`src/rtl/pc_sequencer.sv`:
```
// pc_sequencer
//   Fetch-stage program-counter sequencer. Holds the PC, drives the
//   branch-target LUT index straight from the instruction's branch field,
//   and forms the next PC from the LUT result as an absolute jump or a
//   PC-relative two's-complement offset. A start/done run handshake and a
//   saturating run-cycle counter serve the test harness.
//
// Ports
//   clk         rising-edge system clock
//   reset       asynchronous, active-high reset
//   start       begin a program run (ignored while running)
//   halt        current instruction is a halt
//   stall       freeze the PC this cycle (beats halt and branch)
//   branch_en   current instruction is a taken branch
//   branch_rel  1: pc + lut_target, 0: lut_target
//   br_idx      LUT index field of the current instruction
//   lut_addr    index to the branch-target LUT (combinational)
//   lut_target  target/offset returned by the LUT in the same cycle
//   pc          current program counter (registered)
//   busy        high while running
//   done        high while finished (level)
//   cycle_cnt   run cycles since the last start, saturating
module pc_sequencer #(
    parameter int D        = 10,
    parameter int START_PC = 0,
    parameter int CNT_W    = 16
) (
    input  logic             clk,
    input  logic             reset,
    input  logic             start,
    input  logic             halt,
    input  logic             stall,
    input  logic             branch_en,
    input  logic             branch_rel,
    input  logic [3:0]       br_idx,
    output logic [3:0]       lut_addr,
    input  logic [D-1:0]     lut_target,
    output logic [D-1:0]     pc,
    output logic             busy,
    output logic             done,
    output logic [CNT_W-1:0] cycle_cnt
);

    typedef enum logic [1:0] {
        IDLE = 2'd0,
        RUN  = 2'd1,
        DONE = 2'd2
    } state_t;

    localparam logic [D-1:0] START_VAL = D'(START_PC);

    state_t           state, state_n;
    logic [D-1:0]     pc_n;
    logic [CNT_W-1:0] cnt_n;

    // The LUT is combinational, so its index is just the instruction field.
    assign lut_addr = br_idx;
    assign busy     = (state == RUN);
    assign done     = (state == DONE);

    always_ff @(posedge clk or posedge reset) begin
        if (reset) begin
            state     <= IDLE;
            pc        <= START_VAL;
            cycle_cnt <= '0;
        end else begin
            state     <= state_n;
            pc        <= pc_n;
            cycle_cnt <= cnt_n;
        end
    end

    always_comb begin
        state_n = state;
        pc_n    = pc;
        cnt_n   = cycle_cnt;
        case (state)
            IDLE, DONE: begin
                if (start) begin
                    state_n = RUN;
                    pc_n    = START_VAL;
                    cnt_n   = '0;
                end
            end
            RUN: begin
                // Every edge in RUN counts, stalled and halting ones included.
                if (cycle_cnt != '1)
                    cnt_n = cycle_cnt + CNT_W'(1);
                if (stall) begin
                    pc_n = pc;
                end else if (halt) begin
                    // PC stays on the halt instruction.
                    state_n = DONE;
                end else if (branch_en) begin
                    // D-bit add wraps, so a two's-complement offset just works.
                    pc_n = branch_rel ? (pc + lut_target) : lut_target;
                end else begin
                    pc_n = pc + D'(1);
                end
            end
            default: begin
                state_n = IDLE;
                pc_n    = START_VAL;
                cnt_n   = '0;
            end
        endcase
    end

endmodule

```
`config.mk`:
```
export PLATFORM = sky130hd
export DESIGN_NAME = pc_sequencer
export DESIGN_NICKNAME = d
export VERILOG_FILES = /design/src/rtl/pc_sequencer.sv
export SDC_FILE = /design/constraint.sdc
export NUM_CORES = 1
export LEC_CHECK = 0
export BUFFER_PORTS_ARGS = -buffer_cell sky130_fd_sc_hd__buf_4
export CAP_MARGIN = 20
export CORE_UTILIZATION = 54
export CTS_CLUSTER_DIAMETER = 80
export DETAILED_ROUTE_END_ITERATION = 8
export PLACE_DENSITY_LB_ADDON = 0.25
export SLEW_MARGIN = 20
export SYNTH_ARGS = -nofsm -noshare
export SYNTH_HDL_FRONTEND = slang
export SYNTH_SLANG_ARGS = --single-unit
```
`constraint.sdc`:
```
create_clock -name clk -period 3.1 [get_ports clk]
set_clock_uncertainty 0.2 [all_clocks]
set_input_delay 0.155 -clock clk [delete_from_list [all_inputs] [get_ports clk]]
set_output_delay 0.155 -clock clk [all_outputs]
set_load 0.02 [all_outputs]
```
# After elaboration in Yosys (flattened, before gate mapping)
# Index checks and enable logic that the tools add are counted.
# word_totals
register_bits,28
latchBits,0
mem_bits_rw,0
romBits,0
input_bits,21
out_inout_bits,32
mem_count,0
# op_classes
add_sub_neg,3
n_mul,0
div,0
order_cmp,0
eq_ne,8
shift,0
mux,13
bitwise_logic,0
reduce_logical,5
# op_table
cell,n
$mux W10,5
$mux W16,2
$pmux W16 S2,1
$pmux W10 S2,1
$add A16 B1 Y16 const B,1
$ne A16 B16 Y1 const B,1
$add A10 B1 Y10 const B,1
$add A10 B10 Y10,1
$ne A2 B2 Y1 const B,4
$mux W2,3
$reduce_and A3 Y1,2
$pmux W2 S2,1
$eq A2 B1 Y1 const B,1
$eq A2 B2 Y1 const B,1
$logic_not A2 Y1,1
$ne A2 B1 Y1 const B,1
$reduce_and A2 Y1,1
$reduce_or A2 Y1,1

# Depth between registers and ports, before layout
# depth
word_depth,6
mapped_depth,9
ltp_nobuf,9

# Worst setup path after synthesis
# OpenSTA, ideal clock, no wires.
# synth_timing
path_kind,flip-flop to flip-flop
startpoint,reg pc[0]
endpoint,reg pc[6]
arrival_time_ps,1974
required_time_ps,2771
path_slack_ps,797
stages_incl_launch_ff,10
synth_period_minus_slack_ps,2303
path_cell_list,dfrtp_1 -> ha_1 -> inv_1 -> fa_1 -> nand2b_1 -> a21oi_1 -> a211oi_2 -> xnor2_1 -> a221oi_1 -> o21ai_0
# synth_via
elab_chain_cells,6
elab_cells_between_ends,7
classes_between,add/sub: 2; mux: 5
# synth_rtl
element,line_no,source
"start, declared",38,"output logic [D-1:0] pc,"
"start signal, assigned",68,pc <= pc_n;
$add A10 B10 Y10,96,pc_n = branch_rel ? (pc + lut_target) : lut_target;
$mux W10,96,
$mux W10 (*),94,end else if (branch_en) begin
$mux W10 (*),91,end else if (halt) begin
$mux W10 (*),89,if (stall) begin
$pmux W10 S2 (*),77,case (state)
# Every way passes the cells marked *; elsewhere a longest branch is shown, timed or not. The select of a mux whose other input is x is not followed.
# A chain may end at the register's enable or synchronous reset.

# Final worst setup path
# Ends and elaborated chain as after synthesis.

==> reports/qor.json <==
{
  "reg2reg_from": {"value": "pc[0]$_DFFE_PP0P_"},
  "core_area": {"value": 0.003771, "unit": "mm^2"},
  "max-slew-margin-rel": {"value": 56.70, "unit": "%"},
  "detailedPlace.worstSlack": {"value": 756.2, "unit": "ps"},
  "initial_utilization": {"value": 57.96, "unit": "%"},
  "cts_sinks": {"value": 28},
  "power_switching": {"value": 0.5321, "unit": "mW"},
  "total_power": {"value": 1.301, "unit": "mW"},
  "floorplan.die_area": {"value": 0.004306, "unit": "mm^2"},
  "area_of_the_mapped_netlist": {"value": 0.002186, "unit": "mm^2"},
  "placementRows": {"value": 22},
  "design_area": {"value": 0.002619, "unit": "mm^2"},
  "postRouteAntennaNets": {"value": 0},
  "placement.io_buffers": {"value": 44},
  "detailroute.via_count": {"value": 2016},
  "timing_hold_violations_final": {"value": 0},
  "vias_per_cell": {"value": 5.827},
  "tightestPinTransition": {"value": 648.8, "unit": "ps"},
  "synth_sequential_area_ratio": {"value": 32.05, "unit": "%"},
  "io-pin-count": {"value": 53},
  "clock_power_share": {"value": 17.3, "unit": "%"},
  "power_frac_seq": {"value": 37.3, "unit": "%"},
  "netlist-cell-type-count": {"value": 55},
  "drt_iter0_drc": {"value": 162},
  "power.internal": {"value": 0.7684, "unit": "mW"},
  "synth_largest_type_area_fraction": {"value": 32.05, "unit": "%"},
  "min_period": {"value": 2396, "unit": "ps"},
  "final_layout_size_suffix_gt1_share": {"value": 22.48, "unit": "%"},
  "cts-root-to-sink-buffers": {"value": 2},
  "clock-root-buffer": {"value": "clkbuf_8"},
  "routed_wire_length": {"value": 4973, "unit": "um"},
  "static-leakage-power": {"value": 1.212, "unit": "nW"},
  "n_antenna_cell": {"value": 0},
  "syn2layout_area_growth": {"value": 19.81, "unit": "%"},
  "comb_power_share": {"value": 45.5, "unit": "%"},
  "worst_ep_required_time": {"value": 3050, "unit": "ps"},
  "cellPowerDensity": {"value": 496.6, "unit": "mW/mm^2"},
  "setup_viol_count_final": {"value": 0},
  "ys_async_rst_share": {"value": 100.0, "unit": "%"},
  "dieHeight": {"value": 65.62, "unit": "um"},
  "dpl-instance-area": {"value": 0.002524, "unit": "mm^2"},
  "timing.final.max_slew_violations": {"value": 0},
  "mappedNetlistNets": {"value": 288},
  "critPathCaptureType": {"value": "register"},
  "grt_start_max_net_pins": {"value": 19},
  "grt_pass1_vias": {"value": 1900},
  "aggregate_negative_setup_slack": {"value": 0, "unit": "ps"},
  "nFillCells": {"value": 327},
  "cts_tree": {"value": "built"},
  "crit_fanout": {"value": 6},
  "critical_path_class": {"value": "register to register"},
  "holdCritPathClass": {"value": "input pin to register"},
  "die_x": {"value": 65.62, "unit": "um"},
  "synth_flop_cell": {"value": "dfrtp_1"},
  "detailroute.wirelength.met2": {"value": 2294, "unit": "um"},
  "worst_setup_path_startpoint": {"value": "pc[0]$_DFFE_PP0P_"},
  "run_status": {"value": "completed"},
  "nets": {"value": 332},
  "drt-pass1-iter-count": {"value": 5},
  "layoutNonFillerInstCount": {"value": 346},
  "reg2reg_depth": {"value": 9},
  "clkTransAtPathRegs": {"value": 90, "unit": "ps"},
  "synth_cells": {"value": 255},
  "global_route.usage.total": {"value": 25.76, "unit": "%"},
  "max_freq": {"value": 0.4173, "unit": "GHz"},
  "synthDominantAreaCellType": {"value": "dfrtp_1"},
  "synthTopCellsByArea": {"value": "dfrtp_1 32%, ha_1 6.3%, nor2_1 5.3%, nand2_1 4.8%, o21ai_0 4.8%"},
  "wl_met3": {"value": 238, "unit": "um"},
  "detailedPlacementHpwl": {"value": 3777, "unit": "um"},
  "global_route_wire_length_before_repair": {"value": 8576, "unit": "um"},
  "h-tree-depth": {"value": 1},
  "cts_inserted_buffers": {"value": 3},
  "cp.arrival": {"value": 2350, "unit": "ps"},
  "grt_antenna_before_repair": {"value": 0},
  "yosys_warnings": {"value": 0},
  "timing.critical_path.to": {"value": "pc[6]$_DFFE_PP0P_"},
  "ff2ff_setup_slack": {"value": 700, "unit": "ps"},
  "fin_util": {"value": 69.44, "unit": "%"},
  "final_min_period_over_clock_period": {"value": 77.30, "unit": "%"},
  "timing.final.ws_setup": {"value": 703.7, "unit": "ps"},
  "clock_latency": {"value": 270, "unit": "ps"},
  "routedLengthMet1": {"value": 2377, "unit": "um"},
  "highest-signal-layer": {"value": "met4"},
  "timing.hold.ws": {"value": 0.5791, "unit": "ps"},
  "irDropWorstVdd": {"value": 350.5, "unit": "uV"},
  "postCtsSetupBuffers": {"value": 0},
  "rsz0062_at_grt": {"value": "no"},
  "post_synth.cell_area_avg": {"value": 8.572, "unit": "um^2"},
  "routed_wire_length_per_instance": {"value": 14.37, "unit": "um"},
  "sequential_cell_area": {"value": 700.7, "unit": "um^2"},
  "finalWeightedCongestion": {"value": 0.8365},
  "switching_share": {"value": 40.91, "unit": "%"},
  "timing.max_cap.violations": {"value": 0},
  "multi_input_comb_area": {"value": 0.001384, "unit": "mm^2"},
  "placed_cells": {"value": 338},
  "grt_overflow_total": {"value": 0},
  "yosys_register_bits": {"value": 28},
  "r2r-end": {"value": "pc[6]$_DFFE_PP0P_"},
  "detail_route.drc_violations": {"value": 0},
  "synth-edff-count": {"value": 0},
  "startpoint_types": {"value": "register"}
}
## worst min-delay path by stage
stage / startpoint / end / slack (ps) / cells after the start
floorplan: reset / cycle_cnt[0]$_DFFE_PP0P_ / 20 / 1
global placement: br_idx[0] / lut_addr[0] / 110 / 0
detailed placement: reset / pc[9]$_DFFE_PP0P_ / 90 / 2
CTS: stall / state[0]$_DFFE_PP0P_ / 5 / 3
global route: stall / state[0]$_DFFE_PP0P_ / 8 / 3
finish: lut_target[4] / pc[4]$_DFFE_PP0P_ / 0.6 / 3
## kinds of logic after synthesis
group,Yosys count,share of synthesized area (%)
AO/OA/AOI/OAI,58,17.00
multiplexers,8,3.778
XOR/XNOR,16,6.411
adder cells (fa/ha/maj),12,7.212
AND/OR/NAND/NOR,114,28.91
buffers and inverters,19,4.636
flip-flops,28,32.05
## placed cells by master, fill, tap and decap left out, types with 2 or more instances in the layout
master and n:
a21o_1 2, a21oi_1 16, a221oi_1 2, and3_1 5
buf_4 44, clkbuf_8 4, dfrtp_1 28, dlygate4sd3_1 4
ha_1 11, inv_1 8, mux2_2 2, mux2i_1 6
nand2_1 28, nand2b_1 6, nand3_1 6, nand4_1 5
nand4b_1 2, nor2_1 31, nor2b_1 5, nor3_1 3
nor3_2 5, nor3b_1 3, nor4_1 2, o211ai_1 4
o21ai_0 21, xnor2_1 10, xor2_1 6
## per-layer routing
layer | up-vias | track usage, %
met5 | - | 0
met4 | 0 | 5.707
li1 | 992 | -
met1 | 961 | 35.12
met3 | 8 | 4.340
met2 | 55 | 42.35
## cells in the mapped netlist (2+ instances only)
| library cell | instances |
|---|---|
| xor2_1 | 6 |
| nand2_1 | 28 |
| nor3b_1 | 3 |
| nor2_1 | 31 |
| buf_6 | 2 |
| ha_1 | 11 |
| nor4_1 | 2 |
| nand4b_1 | 2 |
| nor2b_1 | 5 |
| a21oi_1 | 16 |
| buf_4 | 4 |
| and3_1 | 5 |
| nand4_1 | 5 |
| nand3_1 | 6 |
| a221oi_1 | 2 |
| a21o_1 | 2 |
| o211ai_1 | 4 |
| dfrtp_1 | 28 |
| clkbuf_1 | 4 |
| o21ai_0 | 21 |
| nand2b_1 | 6 |
| mux2_2 | 2 |
| nor3_1 | 3 |
| xnor2_1 | 10 |
| nor3_2 | 5 |
| mux2i_1 | 6 |
| inv_1 | 8 |
## flip-flops by register name, indices dropped and copies added (netlist names)
name       cells
cycle_cnt     16
pc            10
state          2
## worst max-delay path, cell delays in order, from the launching register on
cell and delay, ps:
dfrtp_1 430, ha_1 210, inv_1 60, fa_1 390
nand2b_1 180, a21oi_1 220, a211oi_2 100, xnor2_1 130
a221oi_1 250, o21ai_0 120
## power by group through the flow
stage / combinational [mW] / sequential (mW) / clock, mW
after floorplan: 0.394 / 0.523 / 0
after global placement: 0.573 / 0.489 / 0
after detailed placement: 0.584 / 0.491 / 0
after CTS: 0.589 / 0.484 / 0.231
after global routing: 0.661 / 0.494 / 0.242
final: 0.591 / 0.485 / 0.225
## timing repair
| item | CTS | global route |
|---|---|---|
| hold endpoints to repair | 19 | 0 |
| hold buffers | 4 | 0 |
| resized for setup | 0 | 0 |
## layout make-up
| type | instances | share of cell area [%] |
|---|---|---|
| repair buffers | 49 | 14.72 |
| inverters | 9 | 1.290 |
| flip-flops and latches | 28 | 26.76 |
| clock buffers | 4 | 2.102 |
| multi-input cells | 208 | 52.84 |
| well taps | 48 | 2.293 |
No activity file was read; power rests on OpenSTA's default activity.
